[config.mk]
export PLATFORM = sky130hd
export DESIGN_NAME = csr_exc_unit_flat
export DESIGN_NICKNAME = d
export VERILOG_FILES = /design/src/rtl/csr_exc_unit_if.sv /design/src/rtl/csr_exc_unit.sv /design/src/flat_wrapper.sv
export SDC_FILE = /design/constraint.sdc
export NUM_CORES = 1
export LEC_CHECK = 0
export ABC_AREA = 1
export CAP_MARGIN = 0
export CORE_ASPECT_RATIO = 1.2
export CORE_UTILIZATION = 53
export CTS_CLUSTER_SIZE = 20
export DETAILED_ROUTE_END_ITERATION = 16
export PLACE_DENSITY = 0.86
export SYNTH_ARGS = -nofsm -noshare
export SYNTH_HDL_FRONTEND = slang
export SYNTH_SLANG_ARGS = --single-unit
export TNS_END_PERCENT = 20
[constraint.sdc]
create_clock -name clk -period 2.4 [get_ports clk]
set_input_delay 0.36 -clock clk [delete_from_list [all_inputs] [get_ports clk]]
set_output_delay 0.36 -clock clk [all_outputs]
set_load 0.02 [all_outputs]
[src/rtl/csr_exc_unit_if.sv]
// csr_exc_unit_if: bundle between the WB stage and the CSR/exception unit.
// Carries the csrrd/csrwr/csrxchg access port, the exception/ertn commit
// signals, and the redirect/interrupt results returned to the front end.
interface csr_exc_unit_if;
  logic [13:0] csr_num;
  logic        csr_we;
  logic [31:0] csr_wmask;
  logic [31:0] csr_wvalue;
  logic [31:0] csr_rvalue;
  logic        wb_ex;
  logic        ertn_flush;
  logic [5:0]  wb_ecode;
  logic [8:0]  wb_esubcode;
  logic [31:0] wb_pc;
  logic [31:0] wb_vaddr;
  logic [31:0] ex_entry;
  logic [31:0] era_out;
  logic        has_int;

  modport master (
    output csr_num, csr_we, csr_wmask, csr_wvalue,
    output wb_ex, ertn_flush, wb_ecode, wb_esubcode, wb_pc, wb_vaddr,
    input  csr_rvalue, ex_entry, era_out, has_int
  );

  modport slave (
    input  csr_num, csr_we, csr_wmask, csr_wvalue,
    input  wb_ex, ertn_flush, wb_ecode, wb_esubcode, wb_pc, wb_vaddr,
    output csr_rvalue, ex_entry, era_out, has_int
  );
endinterface

[src/rtl/csr_exc_unit.sv]
// csr_exc_unit: LA32 exception-related CSRs, architectural timer and the
// CSR read/write port. Exception commit beats ertn, which beats a CSR write;
// the losing event of a cycle is simply dropped.
module csr_exc_unit #(
  parameter int unsigned TIMER_W = 32,
  parameter logic [31:0] TID_RST = 32'h0
) (
  input  logic       clk,
  input  logic       resetn,
  input  logic [7:0] hw_int_in,
  input  logic       ipi_int_in,
  csr_exc_unit_if.slave bus
);

  localparam logic [13:0] CSR_CRMD   = 14'h000;
  localparam logic [13:0] CSR_PRMD   = 14'h001;
  localparam logic [13:0] CSR_ECFG   = 14'h004;
  localparam logic [13:0] CSR_ESTAT  = 14'h005;
  localparam logic [13:0] CSR_ERA    = 14'h006;
  localparam logic [13:0] CSR_BADV   = 14'h007;
  localparam logic [13:0] CSR_EENTRY = 14'h00C;
  localparam logic [13:0] CSR_TID    = 14'h040;
  localparam logic [13:0] CSR_TCFG   = 14'h041;
  localparam logic [13:0] CSR_TVAL   = 14'h042;
  localparam logic [13:0] CSR_TICLR  = 14'h044;

  localparam logic [5:0] ECODE_ADE = 6'h08;
  localparam logic [5:0] ECODE_ALE = 6'h09;

  // CRMD keeps PLV[1:0], IE[2], DA[3], PG[4]; PRMD keeps PPLV[1:0], PIE[2].
  logic [4:0]         crmd;
  logic [2:0]         prmd;
  logic [12:0]        ecfg_lie;
  logic [1:0]         is_sw;
  logic [7:0]         is_hw;
  logic               is_ti;
  logic               is_ipi;
  logic [5:0]         ecode;
  logic [8:0]         esubcode;
  logic [31:0]        era;
  logic [31:0]        badv;
  logic [25:0]        eentry;
  logic [31:0]        tid;
  logic [TIMER_W-1:0] tcfg;
  logic [TIMER_W-1:0] tval;

  logic [12:0]        is_vec;
  logic [31:0]        rdata;
  logic [31:0]        merged;
  logic               csr_wr;
  logic               wr_crmd, wr_prmd, wr_ecfg, wr_estat, wr_era, wr_badv;
  logic               wr_eentry, wr_tid, wr_tcfg, wr_ticlr;
  logic               ticlr_hit;
  logic               timer_fire;
  logic [TIMER_W-1:0] tcfg_new;
  logic [TIMER_W-1:0] reload;

  assign is_vec = {is_ipi, is_ti, 1'b0, is_hw, is_sw};

  // Combinational read mux; unmapped addresses and TICLR read as zero.
  always_comb begin
    rdata = '0;
    case (bus.csr_num)
      CSR_CRMD:   rdata = {27'b0, crmd};
      CSR_PRMD:   rdata = {29'b0, prmd};
      CSR_ECFG:   rdata = {19'b0, ecfg_lie};
      CSR_ESTAT:  rdata = {1'b0, esubcode, ecode, 3'b0, is_vec};
      CSR_ERA:    rdata = era;
      CSR_BADV:   rdata = badv;
      CSR_EENTRY: rdata = {eentry, 6'b0};
      CSR_TID:    rdata = tid;
      CSR_TCFG:   rdata = 32'(tcfg);
      CSR_TVAL:   rdata = 32'(tval);
      default:    rdata = '0;
    endcase
  end

  // Write decode: the masked merge is taken against the current read value,
  // so each register just picks its writable bits out of 'merged'.
  always_comb begin
    csr_wr     = bus.csr_we & ~bus.wb_ex & ~bus.ertn_flush;
    merged     = (rdata & ~bus.csr_wmask) | (bus.csr_wvalue & bus.csr_wmask);
    wr_crmd    = csr_wr & (bus.csr_num == CSR_CRMD);
    wr_prmd    = csr_wr & (bus.csr_num == CSR_PRMD);
    wr_ecfg    = csr_wr & (bus.csr_num == CSR_ECFG);
    wr_estat   = csr_wr & (bus.csr_num == CSR_ESTAT);
    wr_era     = csr_wr & (bus.csr_num == CSR_ERA);
    wr_badv    = csr_wr & (bus.csr_num == CSR_BADV);
    wr_eentry  = csr_wr & (bus.csr_num == CSR_EENTRY);
    wr_tid     = csr_wr & (bus.csr_num == CSR_TID);
    wr_tcfg    = csr_wr & (bus.csr_num == CSR_TCFG);
    wr_ticlr   = csr_wr & (bus.csr_num == CSR_TICLR);
    ticlr_hit  = wr_ticlr & bus.csr_wvalue[0] & bus.csr_wmask[0];
    tcfg_new   = merged[TIMER_W-1:0];
    reload     = {tcfg[TIMER_W-1:2], 2'b00};
    timer_fire = ~wr_tcfg & tcfg[0] & (tval == TIMER_W'(1));
  end

  // CRMD: exception drops to PLV0 with interrupts off, ertn restores from PRMD.
  always_ff @(posedge clk or negedge resetn) begin
    if (!resetn) begin
      crmd <= 5'h08;
    end else if (bus.wb_ex) begin
      crmd[2:0] <= 3'b000;
    end else if (bus.ertn_flush) begin
      crmd[2:0] <= prmd;
    end else if (wr_crmd) begin
      crmd <= merged[4:0];
    end
  end

  // PRMD: saves PLV/IE on exception entry.
  always_ff @(posedge clk or negedge resetn) begin
    if (!resetn) begin
      prmd <= 3'b000;
    end else if (bus.wb_ex) begin
      prmd <= crmd[2:0];
    end else if (wr_prmd) begin
      prmd <= merged[2:0];
    end
  end

  // ECFG: local interrupt enables, bit 10 is reserved and stays zero.
  always_ff @(posedge clk or negedge resetn) begin
    if (!resetn) begin
      ecfg_lie <= '0;
    end else if (wr_ecfg) begin
      ecfg_lie <= merged[12:0] & 13'h1BFF;
    end
  end

  // ESTAT: sampled interrupt lines, software IS bits, timer IS and exception codes.
  always_ff @(posedge clk or negedge resetn) begin
    if (!resetn) begin
      is_sw    <= '0;
      is_hw    <= '0;
      is_ti    <= 1'b0;
      is_ipi   <= 1'b0;
      ecode    <= '0;
      esubcode <= '0;
    end else begin
      is_hw  <= hw_int_in;
      is_ipi <= ipi_int_in;
      if (wr_estat) begin
        is_sw <= merged[1:0];
      end
      if (bus.wb_ex) begin
        ecode    <= bus.wb_ecode;
        esubcode <= bus.wb_esubcode;
      end
      if (timer_fire) begin
        is_ti <= 1'b1;
      end else if (ticlr_hit) begin
        is_ti <= 1'b0;
      end
    end
  end

  // ERA: return address captured at exception commit.
  always_ff @(posedge clk or negedge resetn) begin
    if (!resetn) begin
      era <= '0;
    end else if (bus.wb_ex) begin
      era <= bus.wb_pc;
    end else if (wr_era) begin
      era <= merged;
    end
  end

  // BADV: only address errors record a faulting address.
  always_ff @(posedge clk or negedge resetn) begin
    if (!resetn) begin
      badv <= '0;
    end else if (bus.wb_ex) begin
      if (bus.wb_ecode == ECODE_ADE) begin
        badv <= bus.wb_pc;
      end else if (bus.wb_ecode == ECODE_ALE) begin
        badv <= bus.wb_vaddr;
      end
    end else if (wr_badv) begin
      badv <= merged;
    end
  end

  // EENTRY and TID: plain software-written registers.
  always_ff @(posedge clk or negedge resetn) begin
    if (!resetn) begin
      eentry <= '0;
      tid    <= TID_RST;
    end else begin
      if (wr_eentry) begin
        eentry <= merged[31:6];
      end
      if (wr_tid) begin
        tid <= merged;
      end
    end
  end

  // Timer: a TCFG write reloads (or freezes when disabled), otherwise count down
  // and on reaching 1 either reload (periodic) or park at zero (one-shot).
  always_ff @(posedge clk or negedge resetn) begin
    if (!resetn) begin
      tcfg <= '0;
      tval <= '0;
    end else if (wr_tcfg) begin
      tcfg <= tcfg_new;
      if (tcfg_new[0]) begin
        tval <= {tcfg_new[TIMER_W-1:2], 2'b00};
      end
    end else if (tcfg[0] && (tval != '0)) begin
      if (tval == TIMER_W'(1)) begin
        tval <= tcfg[1] ? reload : '0;
      end else begin
        tval <= tval - TIMER_W'(1);
      end
    end
  end

  assign bus.csr_rvalue = rdata;
  assign bus.ex_entry   = {eentry, 6'b0};
  assign bus.era_out    = era;
  assign bus.has_int    = crmd[2] & (|(is_vec & ecfg_lie));

endmodule

[src/flat_wrapper.sv]
// flat-port wrapper written by rule: the top's interface ports become plain ports
module csr_exc_unit_flat 
#(
  parameter int unsigned TIMER_W = 32,
  parameter logic [31:0] TID_RST = 32'h0
)
  (clk, resetn, hw_int_in, ipi_int_in, bus_csr_num, bus_csr_we, bus_csr_wmask, bus_csr_wvalue, bus_wb_ex, bus_ertn_flush, bus_wb_ecode, bus_wb_esubcode, bus_wb_pc, bus_wb_vaddr, bus_csr_rvalue, bus_ex_entry, bus_era_out, bus_has_int);
  csr_exc_unit_if bus_i ();
  input  logic clk;
  input  logic resetn;
  input  logic [7:0] hw_int_in;
  input  logic ipi_int_in;
  input wire logic [$bits(bus_i.csr_num)-1:0] bus_csr_num;
  input wire logic [$bits(bus_i.csr_we)-1:0] bus_csr_we;
  input wire logic [$bits(bus_i.csr_wmask)-1:0] bus_csr_wmask;
  input wire logic [$bits(bus_i.csr_wvalue)-1:0] bus_csr_wvalue;
  input wire logic [$bits(bus_i.wb_ex)-1:0] bus_wb_ex;
  input wire logic [$bits(bus_i.ertn_flush)-1:0] bus_ertn_flush;
  input wire logic [$bits(bus_i.wb_ecode)-1:0] bus_wb_ecode;
  input wire logic [$bits(bus_i.wb_esubcode)-1:0] bus_wb_esubcode;
  input wire logic [$bits(bus_i.wb_pc)-1:0] bus_wb_pc;
  input wire logic [$bits(bus_i.wb_vaddr)-1:0] bus_wb_vaddr;
  output wire logic [$bits(bus_i.csr_rvalue)-1:0] bus_csr_rvalue;
  output wire logic [$bits(bus_i.ex_entry)-1:0] bus_ex_entry;
  output wire logic [$bits(bus_i.era_out)-1:0] bus_era_out;
  output wire logic [$bits(bus_i.has_int)-1:0] bus_has_int;
  assign bus_i.csr_num = bus_csr_num;
  assign bus_i.csr_we = bus_csr_we;
  assign bus_i.csr_wmask = bus_csr_wmask;
  assign bus_i.csr_wvalue = bus_csr_wvalue;
  assign bus_i.wb_ex = bus_wb_ex;
  assign bus_i.ertn_flush = bus_ertn_flush;
  assign bus_i.wb_ecode = bus_wb_ecode;
  assign bus_i.wb_esubcode = bus_wb_esubcode;
  assign bus_i.wb_pc = bus_wb_pc;
  assign bus_i.wb_vaddr = bus_wb_vaddr;
  assign bus_csr_rvalue = bus_i.csr_rvalue;
  assign bus_ex_entry = bus_i.ex_entry;
  assign bus_era_out = bus_i.era_out;
  assign bus_has_int = bus_i.has_int;
  csr_exc_unit #(.TIMER_W(TIMER_W), .TID_RST(TID_RST)) u_core (.clk(clk), .resetn(resetn), .hw_int_in(hw_int_in), .ipi_int_in(ipi_int_in), .bus(bus_i));
endmodule
Yosys cells after proc, flatten, opt, wreduce, memory -nomap -nowiden
Index checks and enable logic that the tools add are counted.
{ "word_totals": {"elab_cells": 89, "register_bits": 233} }
{ "op_classes": {"reduce_logical": 13, "muxes": 19, "n_bitwise": 25, "addsub": 1, "eq_ne": 15} }
{ "op_table": {"columns": ["op", "n"], "rows": [
  ["32-bit two-way mux", 11],
  ["32-bit case mux with 10 select lines", 1],
  ["32-bit bitwise AND", 2],
  ["14-bit by 3-bit equality test with 1-bit output, second input constant", 4],
  ["14-bit by 7-bit equality test with 1-bit output, second input constant", 4],
  ["32-bit by 1-bit equality test with 1-bit output, second input constant", 1],
  ["32-bit inverter", 1],
  ["32-bit OR", 1],
  ["32-bit nonzero test", 1],
  ["32-bit by 1-bit subtractor with 32-bit output, second input constant", 1],
  ["1-bit bitwise AND", 17],
  ["3-bit two-way mux", 5],
  ["14-bit by 1-bit equality test with 1-bit output, second input constant", 1],
  ["14-bit by 4-bit equality test with 1-bit output, second input constant", 1],
  ["14-bit zero test", 1],
  ["13-bit bitwise AND", 1],
  ["13-bit OR reduction", 1],
  ["6-bit by 4-bit equality test with 1-bit output, second input constant", 2],
  ["2-bit nonzero test", 5],
  ["2-bit AND reduction", 2],
  ["3-bit by 1-bit inequality test with 1-bit output, second input constant", 1],
  ["1-bit inverter", 3],
  ["3-bit AND reduction", 1],
  ["3-bit nonzero test", 1],
  ["3 further kinds", 4]
]} }

Longest topological paths before layout
{ "depth": {"depth_word": 8, "depth_mapped": 15, "mapped_depth_nobuf": 14} }

Least setup slack after synthesis
Ideal clock, no wire load.
{ "synth_timing": {"path_kind": "input -> output", "from": "in bus_csr_num[9]", "to": "out bus_csr_rvalue[16]", "arrival_ps": 1584, "cell_stages": 10, "n_path_buf": 1, "setup_slack_ps": 456, "cell_sequence": "nor2_1 > inv_2 > nor2_4 > buf_6 > nand2_4 > nor2_1 > nand2_1 > nand2_1 > nor2_1 > o2111ai_1"} }
{ "synth_via": {"elab_chain_len": 2} }
{ "synth_rtl": {"columns": ["item", "line", "source"], "rows": [
  ["start, declared", "flat_wrapper.sv:13", "input wire logic [$bits(bus_i.csr_num)-1:0] bus_csr_num;"],
  ["14-bit by 7-bit equality test with 1-bit output (tied with other cells)", "csr_exc_unit.sv:63", "case (bus.csr_num)"],
  ["32-bit case mux with 10 select lines *", "csr_exc_unit.sv:63", null],
  ["end, declared", "flat_wrapper.sv:23", "output wire logic [$bits(bus_i.csr_rvalue)-1:0] bus_csr_rvalue;"]
]} }
Mark *: on every way between the ends. The rest lies on a longest branch, timed or not.

Worst setup path after layout
{ "layout_timing": {"from": "in bus_csr_num[7]", "to": "out bus_csr_rvalue[19]"} }
The elaborated chain is that of the path after synthesis.

==> impl_metrics.json <==
{
  "status": "complete, no violations",
  "fin_crit_sh": 0.9968,
  "htree_levels": 1,
  "clkSinkCount": 233,
  "crit_path_start_kind": "primary input",
  "layout.cells.most_common": "nand2_1",
  "multiInputGateArea_sq_mm": 0.007391,
  "cts_buffers": 26,
  "drt_iter0_markers": 1650,
  "antenna_found_initial": 0,
  "final_nets": 2617,
  "post-route-util": 0.7772,
  "period_minus_slack_ns": 2.392,
  "drt-vias-per-instance": 5.796,
  "layout_common_cells": "nand2_1 (621), dfrtp_1 (232), nor2_1 (228), clkdlybuf4s50_1 (212), nand3_1 (184)",
  "area_delta_synth_final_pct": 43.64,
  "fmax_mhz": 418.0,
  "avgSynthCellArea_sq_um": 6.847,
  "wl_mm": 57.34,
  "layout-drive-gt1-share": 0.1887,
  "insertion_delay_ns": 0.55,
  "dr_total_vias": 16200,
  "ios": 268,
  "hold_depth": 1,
  "grt_pass1_vias": 15610,
  "crit_type": "in2out",
  "power_density_mw_per_mm2": 493.0,
  "nFillCells": 1914,
  "synth-seq-cells": 233,
  "cap_violations": 0,
  "yosysUniqueCellTypes": 41,
  "gr-total-overflow": 0,
  "cp-end-kind": "output pin",
  "worst_pin_slew_ns": 0.5858,
  "final_cells": 2795,
  "grt_pass1_wl_mm": 86.68,
  "dieHeight_microns": 179.2,
  "worst_r2r_path_depth": 11,
  "path_clk_slew_ns": 0.06,
  "ir_drop_mv": 0.6022,
  "regArea_sq_mm": 0.005832,
  "root_buffer": "clkbuf_16",
  "crit_fanout": 19,
  "synth_warnings": 0,
  "relSlewSlack": 0.6095,
  "gp_congestion": 0.9781,
  "wl_per_cell_microns": 20.52,
  "min_path_type": "in2reg",
  "finalHoldViolCount": 0,
  "place_inst": 2714,
  "seq_area_frac_synth": 0.4206,
  "maxSlewViolCount": 0,
  "core_area_sq_mm": 0.02562,
  "critPathRequiredTime_ns": 2.04,
  "setup_viol": 0,
  "min-delay-start": "hw_int_in[0]",
  "critPathLaunch": "bus_csr_num[7]",
  "globalRouteTotalUtil": 0.4262,
  "cts_tree": "built",
  "final_antenna_net_count": 0,
  "cts_max_path_buffers": 3,
  "synth_cells": 2025,
  "worstReg2RegStart": "u_core.tval[1]$_DFFE_PN0P_",
  "synthesis.area_sq_mm": 0.01386,
  "port_buffers": 261,
  "num_rows": 64,
  "grt_max_degree": 87,
  "drc": 0,
  "fp.dieW_microns": 149.6,
  "p_leak_nw": 10.28,
  "arrival_ns": 2.03,
  "rsz0062_at_grt": "yes",
  "dr.pass1.iters": 6,
  "die_area_sq_mm": 0.02681,
  "final.setup_skew_ns": 0.01323,
  "place_hpwl_mm": 42.22,
  "start_util": 0.5411
}
==> through the flow <==
stage          worst slack, ns  cell area [sq um]  hold slack, ns  TNS, ns  total power (W)
6_report              0.007763              19920          0.2611        0         0.009819
4_1_cts              0.0004623              19690          0.2534        0         0.009775
3_5_place_dp           -0.8040              18140          0.3032   -72.30         0.005611
5_1_grt               -0.02776              19910          0.2563  -0.2088          0.01009
3_3_place_gp           -0.8242              18140          0.3017   -67.41         0.005591
2_1_floorplan           0.4558              13880         0.06441        0         0.004867
==> registers in the layout, indices dropped and copies added (netlist names) <==
signal	count
u_core.badv	32
u_core.bus.era_out	32
u_core.tcfg	32
u_core.tid	32
u_core.tval	32
u_core.eentry	26
u_core.ecfg_lie	12
u_core.esubcode	9
u_core.is_hw	8
u_core.ecode	6
u_core.crmd	5
u_core.prmd	3
u_core.is_sw	2
u_core.is_ipi	1
u_core.is_ti	1
==> synth_stat cells <==
| master | count | share of area |
|---|---|---|
| xor2_1 | 15 | 0.0095 |
| nor2_2 | 8 | 0.0036 |
| a21oi_1 | 77 | 0.028 |
| clkinv_1 | 4 | 0.0011 |
| a221oi_1 | 3 | 0.0019 |
| o21bai_1 | 34 | 0.018 |
| o2111ai_1 | 3 | 0.0019 |
| nor3_4 | 3 | 0.0035 |
| o21ai_0 | 117 | 0.042 |
| dfrtp_1 | 232 | 0.42 |
| clkbuf_1 | 43 | 0.012 |
| nand4_1 | 8 | 0.0036 |
| nand2_4 | 3 | 0.0024 |
| buf_1 | 5 | 0.0014 |
| inv_1 | 162 | 0.044 |
| a211oi_1 | 1 | 0.00054 |
| ha_1 | 2 | 0.0018 |
| nand3b_1 | 1 | 0.00054 |
| buf_6 | 5 | 0.0041 |
| nor3_1 | 15 | 0.0054 |
| inv_2 | 9 | 0.0024 |
| o22ai_1 | 26 | 0.012 |
| xnor2_1 | 7 | 0.0044 |
| buf_2 | 19 | 0.0069 |
| nand3_2 | 3 | 0.0022 |
| or2_2 | 33 | 0.015 |
| nor4_1 | 1 | 0.00045 |
| dfstp_2 | 1 | 0.0019 |
| mux2_2 | 1 | 0.00081 |
| a22o_1 | 3 | 0.0019 |
| nor2_4 | 4 | 0.0032 |
| nand2_1 | 661 | 0.18 |
| buf_4 | 14 | 0.0076 |
| o21ai_1 | 29 | 0.010 |
| nand2_2 | 8 | 0.0036 |
| nor2_1 | 268 | 0.073 |
| a31oi_1 | 8 | 0.0036 |
| o21a_1 | 1 | 0.00054 |
| nand3_1 | 186 | 0.067 |
| o211ai_1 | 1 | 0.00054 |
| conb_1 | 1 | 0.00027 |
==> per-layer routing <==
metal	GRT usage	share of wire	vias to the layer above
li1	-	-	7330
met1	0.5490	0.38	7617
met2	0.6985	0.46	1061
met3	0.07761	0.10	191
met4	0.1862	0.049	0
met5	0	0	-
==> cell families (layout without fill, tap and decap cells) <==
family	Yosys count	after routing	synth area share
xor+xnor	22	22	0.01390
simple gates	1202	1202	0.3622
fa+ha+maj	2	2	0.001805
other cells	1	7	0.0002705
buf+inv	261	695	0.07887
flops	233	233	0.4206
mux	1	1	0.0008121
compound gates	303	303	0.1216
==> final timing paths <==
kind | to | slack, ns
max | bus_csr_rvalue[19] | 0.008
min | u_core.is_hw[0]$_DFF_PN0_ | 0.26
min reg2reg | u_core.esubcode[7]$_DFFE_PN0P_ | 0.48
max reg2reg | u_core.tval[0]$_DFFE_PN0P_ | 0.08
min in group asynchronous | u_core.is_ipi$_DFF_PN0_ | 0.37
max in group asynchronous | u_core.bus.era_out[26]$_DFFE_PN0P_ | 1.16
==> timing repair <==
item | in CTS | in global routing
resized for setup | 304 | 60
cloned | 6 | 1
hold buffers | 1 | 0
pin swaps | 37 | 21
endpoints found under the hold margin | 49 | 0
setup endpoints to repair | 33 | 50
setup buffers | 19 | 6
==> area by class of cell <==
| class | count | area share |
|---|---|---|
| Multi-Input combinational cell | 1536 | 0.3711 |
| Sequential cell | 233 | 0.2928 |
| Timing Repair Buffer | 472 | 0.2360 |
| Clock buffer | 36 | 0.03914 |
| Inverter | 175 | 0.03380 |
| Tap cell | 330 | 0.02073 |
| Clock inverter | 12 | 0.006283 |
| Antenna cell | 1 | 0.0001257 |
==> worst max-delay path: stages <==
cell	delay, ns
dlygate4sd2_1	0.25
nor2_2	0.15
nand2_4	0.08
buf_4	0.16
nor2_4	0.15
nand2_4	0.08
buf_12	0.16
buf_4	0.15
o2111ai_1	0.27
buf_4	0.20
==> power breakdown <==
| group | switching, W | internal, W | total, W |
|---|---|---|---|
| Sequential | 0.000172 | 0.00415 | 0.00432 |
| Combinational | 0.000688 | 0.000604 | 0.00129 |
| Clock | 0.00172 | 0.00248 | 0.00420 |
| Total | 0.00258 | 0.00724 | 0.00982 |
Note: power is estimated with default switching activity, not from simulation.
